--- config.mk ---
export PLATFORM = sky130hd
export DESIGN_NAME = mul_share_arbiter
export DESIGN_NICKNAME = d
export VERILOG_FILES = /design/src/rtl/mul_share_arbiter.sv
export SDC_FILE = /design/constraint.sdc
export NUM_CORES = 1
export LEC_CHECK = 0
export CAP_MARGIN = 10
export CORE_AREA = 2 2 129 131
export CTS_CLUSTER_SIZE = 24
export DETAILED_ROUTE_END_ITERATION = 8
export DIE_AREA = 0 0 131 133
export DONT_BUFFER_PORTS = 1
export SLEW_MARGIN = 0
export SYNTH_ARGS = -nofsm -noshare
export SYNTH_HDL_FRONTEND = slang
export SYNTH_SLANG_ARGS = --single-unit
--- constraint.sdc ---
create_clock -name clk -period 4.1 [get_ports clk]
set_input_delay 0.41 -clock clk [delete_from_list [all_inputs] [get_ports clk]]
set_output_delay 0.41 -clock clk [all_outputs]
set_load 0.03 [all_outputs]
--- src/rtl/mul_share_arbiter.sv ---
// Round-robin arbiter that shares one sequential multiplier between two ALU requesters.
// Optional abort-on-timeout in RUN is enabled by defining MULSHARE_TIMEOUT_EN.
module mul_share_arbiter #(
  parameter int unsigned WIDTH   = 32,
  parameter int unsigned TIMEOUT = 40
) (
  input  logic               clk,
  input  logic               rst,
  input  logic               req0,
  input  logic               req1,
  input  logic [WIDTH-1:0]   a0,
  input  logic [WIDTH-1:0]   b0,
  input  logic [WIDTH-1:0]   a1,
  input  logic [WIDTH-1:0]   b1,
  output logic               gnt0,
  output logic               gnt1,
  output logic               done0,
  output logic               done1,
  output logic [2*WIDTH-1:0] result,
  output logic               err,
  output logic               mul_start,
  output logic [WIDTH-1:0]   mul_a,
  output logic [WIDTH-1:0]   mul_b,
  input  logic               mul_done,
  input  logic [2*WIDTH-1:0] mul_product
);

  localparam int unsigned PW = 2 * WIDTH;

  typedef enum logic [1:0] {
    S_IDLE,
    S_LOAD,
    S_RUN,
    S_RESP
  } state_t;

  state_t           state, state_nxt;
  logic             owner, owner_nxt;
  logic             rr_ptr, rr_nxt;
  logic             gnt0_nxt, gnt1_nxt, done0_nxt, done1_nxt, start_nxt, err_nxt;
  logic [WIDTH-1:0] mul_a_nxt, mul_b_nxt;
  logic [PW-1:0]    result_nxt;

`ifdef MULSHARE_TIMEOUT_EN
  localparam int unsigned CNT_W = $clog2(TIMEOUT + 1);
  logic [CNT_W-1:0] run_cnt, run_cnt_nxt;
`else
  // The timeout value only matters when the abort counter is built.
  logic unused_timeout;
  assign unused_timeout = ^32'(TIMEOUT);
`endif

  // Next-state and next-output logic; outputs are registered from these values.
  always_comb begin
    state_nxt  = state;
    owner_nxt  = owner;
    rr_nxt     = rr_ptr;
    mul_a_nxt  = mul_a;
    mul_b_nxt  = mul_b;
    result_nxt = result;
    err_nxt    = err;
    gnt0_nxt   = 1'b0;
    gnt1_nxt   = 1'b0;
    done0_nxt  = 1'b0;
    done1_nxt  = 1'b0;
    start_nxt  = 1'b0;
`ifdef MULSHARE_TIMEOUT_EN
    run_cnt_nxt = run_cnt;
`endif
    case (state)
      S_IDLE: begin
        if (req0 || req1) begin
          owner_nxt = (req0 && req1) ? rr_ptr : req1;
          mul_a_nxt = owner_nxt ? a1 : a0;
          mul_b_nxt = owner_nxt ? b1 : b0;
          start_nxt = 1'b1;
          gnt0_nxt  = ~owner_nxt;
          gnt1_nxt  = owner_nxt;
          state_nxt = S_LOAD;
        end
      end
      S_LOAD: begin
        gnt0_nxt  = ~owner;
        gnt1_nxt  = owner;
        state_nxt = S_RUN;
`ifdef MULSHARE_TIMEOUT_EN
        run_cnt_nxt = '0;
`endif
      end
      S_RUN: begin
        gnt0_nxt = ~owner;
        gnt1_nxt = owner;
        if (mul_done) begin
          result_nxt = mul_product;
          err_nxt    = 1'b0;
          done0_nxt  = ~owner;
          done1_nxt  = owner;
          state_nxt  = S_RESP;
`ifdef MULSHARE_TIMEOUT_EN
        end else if (run_cnt == CNT_W'(TIMEOUT - 1)) begin
          // Final allowed RUN cycle without completion: abort with an error result.
          result_nxt = '0;
          err_nxt    = 1'b1;
          done0_nxt  = ~owner;
          done1_nxt  = owner;
          state_nxt  = S_RESP;
        end else begin
          run_cnt_nxt = run_cnt + CNT_W'(1);
`endif
        end
      end
      S_RESP: begin
        rr_nxt    = ~owner;
        state_nxt = S_IDLE;
      end
      default: state_nxt = S_IDLE;
    endcase
  end

  // State and output registers.
  always_ff @(posedge clk or posedge rst) begin
    if (rst) begin
      state     <= S_IDLE;
      owner     <= 1'b0;
      rr_ptr    <= 1'b0;
      gnt0      <= 1'b0;
      gnt1      <= 1'b0;
      done0     <= 1'b0;
      done1     <= 1'b0;
      mul_start <= 1'b0;
      mul_a     <= '0;
      mul_b     <= '0;
      result    <= '0;
      err       <= 1'b0;
    end else begin
      state     <= state_nxt;
      owner     <= owner_nxt;
      rr_ptr    <= rr_nxt;
      gnt0      <= gnt0_nxt;
      gnt1      <= gnt1_nxt;
      done0     <= done0_nxt;
      done1     <= done1_nxt;
      mul_start <= start_nxt;
      mul_a     <= mul_a_nxt;
      mul_b     <= mul_b_nxt;
      result    <= result_nxt;
      err       <= err_nxt;
    end
  end

`ifdef MULSHARE_TIMEOUT_EN
  always_ff @(posedge clk or posedge rst) begin
    if (rst) run_cnt <= '0;
    else     run_cnt <= run_cnt_nxt;
  end
`endif

endmodule

### Word-level counts from Yosys, hierarchy flattened

Cells that the tools add are included.

| word-level totals | value |
|---|---|
| register bits | 137 |
| bits of input ports | 197 |
| output and inout port bits | 134 |
| logic and storage cells | 41 |

| cells by class | value |
|---|---|
| eq/ne operators | 5 |
| muxes and demuxes | 16 |
| bitwise gates (word level) | 2 |
| reduce and logical (&&, ||, !) cells | 7 |

Operators by type and width:

| cell | count |
|---|---|
| 32-bit 2-to-1 mux | 2 |
| 1-bit 2-to-1 mux | 9 |
| 2-bit one-hot mux with 4 select lines | 1 |
| 2-bit AND reduction | 3 |
| 2-bit equality test, second input constant | 2 |
| 2-bit 2-to-1 mux | 2 |
| 2-bit inequality test, second input constant | 2 |
| 1-bit one-hot mux with 2 select lines | 2 |
| 2-bit by 1-bit equality test with 1-bit output, second input constant | 1 |
| 2-bit logical NOT | 1 |
| 1-bit inverter | 2 |
| 2-bit OR reduction | 1 |
| 1-bit logical AND | 1 |
| 1-bit logical OR | 1 |

### Logic depth before layout (Yosys ltp)

| logic depth | value |
|---|---|
| depth in word-level cells | 5 |
| depth in mapped cells | 8 |

### Worst setup path after synthesis

OpenSTA, ideal clock, no wires.

| timing | value |
|---|---|
| path type | register to register |
| from | register state[0] |
| to | register result[10] |
| arrival | 1.455 ns |
| data required time | 3.975 ns |
| setup slack | 2.521 ns |
| cell stages (with the launch flop) | 7 |
| buffers on the path | 2 |
| cell sequence | dfrtp_1 inv_1 ha_1 nand2_1 buf_2 buf_2 mux2_2 |

| on the way | value |
|---|---|
| word-level cells in the longest chain between the ends | 2 |

Ends and longest elaborated chain:

| element | RTL line | RTL |
|---|---|---|
| start, declared | 37 | `state_t state, state_nxt;` |
| start signal, assigned | 136 | `state <= state_nxt;` |
| 2-bit equality test | 70 | `case (state)` |
| 2-bit AND reduction (no source line) | n/a |  |
| end signal, assigned | 146 | `result <= result_nxt;` |
| end, declared | 19 | `output logic [2*WIDTH-1:0] result,` |

No other way between the ends.
A chain may end at the register's enable or synchronous reset.

### Worst setup path after layout

| timing | value |
|---|---|
| from | register state[0] |
| to | register result[24] |

Same word-level chain as after synthesis.

==> summary.txt <==
Detailed routing
  – Antenna-violating nets left: 0
  – Initial detailed-routing violation count: 220
  – Via count: 4132
  – WL final: 15310 um
  – Post-route DRC: 0
  – Drt pass-1 iters: 5
  – WL/cell: 20.69 um
  – Vias per cell: 5.584

Power and ir drop
  – Cell Pwr Density: 1025 nW/um^2
  – Pwr Total: 6.655 mW
  – LEAKAGE: 2.609 nW
  – Seq pwr share: 58.3%
  – Switching share of power: 46.95%
  – Clock power share: 20.7%
  – Internal power: 3.531 mW
  – Sw power: 3.124 mW
  – Maximum vdd drop: 0.0003557 V
  – Comb power frac: 21.0%

Synth
  – Sequential area share after synthesis: 58.20%
  – Ranking of synthesized cells by area: dfrtp_1 (58%), mux2_2 (13%), a31oi_1 (6.8%), nand3_1 (5.5%), o21ai_0 (4.8%)
  – Synth Net Count: 738
  – Seq cells post-synth: 137
  – Cell taking the most area after synthesis: dfrtp_1
  – Library cells used by synthesis: 23
  – Mapped Area: 5891 um^2
  – Area share of the largest cell type after synthesis: 58.20%
  – Synth warn: 0
  – Syn_area_per_cell: 10.97 um^2
  – Mapped Cells: 537

Timing
  – Minimum clock period: 2438 ps
  – Fin. Hold Viols: 0
  – RSZ-0062 raised after global routing: false
  – Normalized max-slew margin: 24.57%
  – Part of the cycle the worst path needs: 59.46%
  – Setup Skew: 7.566 ps
  – Fin Setup TNS: 0 ps
  – Fin Hold WS: 152.8 ps
  – Post-layout worst setup margin: 1662 ps
  – Slew Limit Fails: 0
  – Final setup viols: 0
  – Slew @ Worst Pin: 1131 ps
  – Fmax achieved: 0.4102 GHz

Die
  – Chip Height: 133 um
  – Die X: 131 um
  – Initial Util: 36.43%
  – Full die area: 17420 um^2
  – Core area: 16170 um^2
  – Ports: 331
  – Placement Rows: 47

Finish
  – Final cell count without fillers: 740
  – Layout cells sized above 1: 20.00%
  – Number of diodes: 0
  – Commonest cells after routing, fill and taps aside: dfrtp_1 (137), nor2_1 (66), mux2_2 (66)
  – Nets: 712
  – Commonest non-fill, non-tap cell in the layout: dfrtp_1
  – Area Growth Syn to Fin: 10.20%

Clock tree
  – Clk Latency, worst-skew pair: 410 ps
  – Clk root buf: clkbuf_16
  – Number of gates resized after CTS: 0
  – Sinks on Clock Net: 137
  – CTS Buffer Depth: 2
  – Post-CTS setup buffer count: 0
  – TritonCTS clock tree: done
  – CTS H-tree depth: 4
  – Clk pin slew, worst setup/hold paths: 60 ps
  – CTS buffer count: 17

Worst setup path
  – Critical Path RT: 4390 ps
  – Crit path DAT: 2720 ps
  – Max incr delay on CP: 790 ps
  – Setup CP Type: flop to flop
  – Worst Setup Start Kind: flop
  – Critical path endpoint category: flop
  – Crit-path max FO: 45
  – Critical-path top delay cell: nand2_2
  – Worst path cell trace: inv_1 > ha_1 > nand2_2 > buf_4 > mux2_2
  – R2R cell count: 5

Global routing
  – M2 GR Usage: 29.71%
  – Largest net degree at the start of global routing: 111
  – First-pass GRT wire length: 23050 um
  – Met3 Resource Use GR: 5.580%
  – Met1 usage: 19.44%
  – Gr busiest metal: met2
  – Total global routing overflow: 0
  – Vias in the first global route: 4358
  – GRT Overall Usage: 17.36%
  – Initial antenna violation count: 0

Place
  – DP HPWL: 10800 um
  – RD Place Congestion: 0.7777
  – Setup WS pre-CTS: 1634 ps
  – Input/output buffers: 0
  – Placed cells: 711

Hold path
  – Hold path cells: 1
  – HP Class: primary input to flop

Outcome
  – Status: completed

Flow run
  – Max Cap Viol: 0
-- kinds of logic (layout without fill, tap and decap cells) --
| logic type | after synthesis | in the layout | synth area share (%) |
|---|---|---|---|
| DFF | 137 | 137 | 58.20 |
| and+or+nand+nor | 137 | 137 | 10.28 |
| AOI/OAI and AO/OA | 135 | 135 | 12.96 |
| muxes | 66 | 66 | 12.62 |
| buffers and inverters | 57 | 40 | 5.034 |
| adders and majority gates | 4 | 4 | 0.8497 |
| other | 1 | 1 | 0.06366 |
-- critical path, delay by kind of cell (launching register included) --
kind	cells	cell delay, ps
adder cells (fa/ha/maj)	1	240
multiplexers	1	370
buffers and inverters	2	520
flip-flops	1	370
AND/OR/NAND/NOR	1	790
-- sequential cells by signal, summed over array words and instances (netlist names) --
signal and count:
done0 1, done1 1, gnt0 1, gnt1 1, mul_a 32, mul_b 32
mul_start 1, owner 1, result 64, rr_ptr 1, state 2
-- repair_timing --
item                       CTS  global route
setup endpoints to repair    0             0
hold buffers                 1             0
hold endpoints to repair    54             0
-- metrics by stage --
step                area [um^2]  util [%]
floorplan                  5891         -
global placement           5948     36.78
detailed placement         5948     36.78
CTS                        6491     40.14
global route               6491     40.14
finish                     6491     40.14
-- worst paths after layout --
kind | from | endpoint | slack, ps
max | state[0] | result[24] | 1660
min | mul_product[42] | result[42] | 150
max reg2reg | state[0] | result[24] | 1660
min reg2reg | owner | done0 | 480
max in group asynchronous | rst | result[5] | 2630
min in group asynchronous | rst | mul_a[19] | 550
-- routing by layer --
layer | part of all wire [%] | vias up
met1 | 38 | 2016
li1 | - | 1861
met5 | 0 | -
met3 | 8.7 | 22
met4 | 2.2 | 0
met2 | 51 | 233
-- layout make-up --
| class | count | area (um^2) |
|---|---|---|
| Sequential cell | 137 | 3428 |
| Clock buffer | 20 | 456.7 |
| Fill cell | 1531 | 9681 |
| Timing Repair Buffer | 6 | 47.55 |
| Clock inverter | 8 | 76.32 |
| Tap cell | 220 | 275.3 |
| Inverter | 6 | 27.53 |
| Multi-Input combinational cell | 343 | 2180 |
-- synth_stat cells --
cell type	n
clkbuf_1	12
o21ai_0	57
buf_2	32
a31oi_1	64
nor2_1	66
clkbuf_2	1
o32a_1	1
nand2_1	3
nand2b_1	1
nand3_1	65
inv_2	1
conb_1	1
buf_6	5
dfrtp_1	137
and2b_1	1
mux2_2	66
ha_1	4
a21oi_1	3
buf_4	1
o21a_1	1
o21ai_1	9
nor3b_1	1
inv_1	5
-- power by group through the flow --
stage	registers, mW	logic (mW)	clock network (mW)
floorplan	3.70	1.24	0
global placement	3.90	1.32	0
detailed placement	3.91	1.42	0
CTS	3.89	1.42	1.42
global route	3.96	1.58	1.49
finish	3.88	1.40	1.38
(Power assumes the default switching activity.)
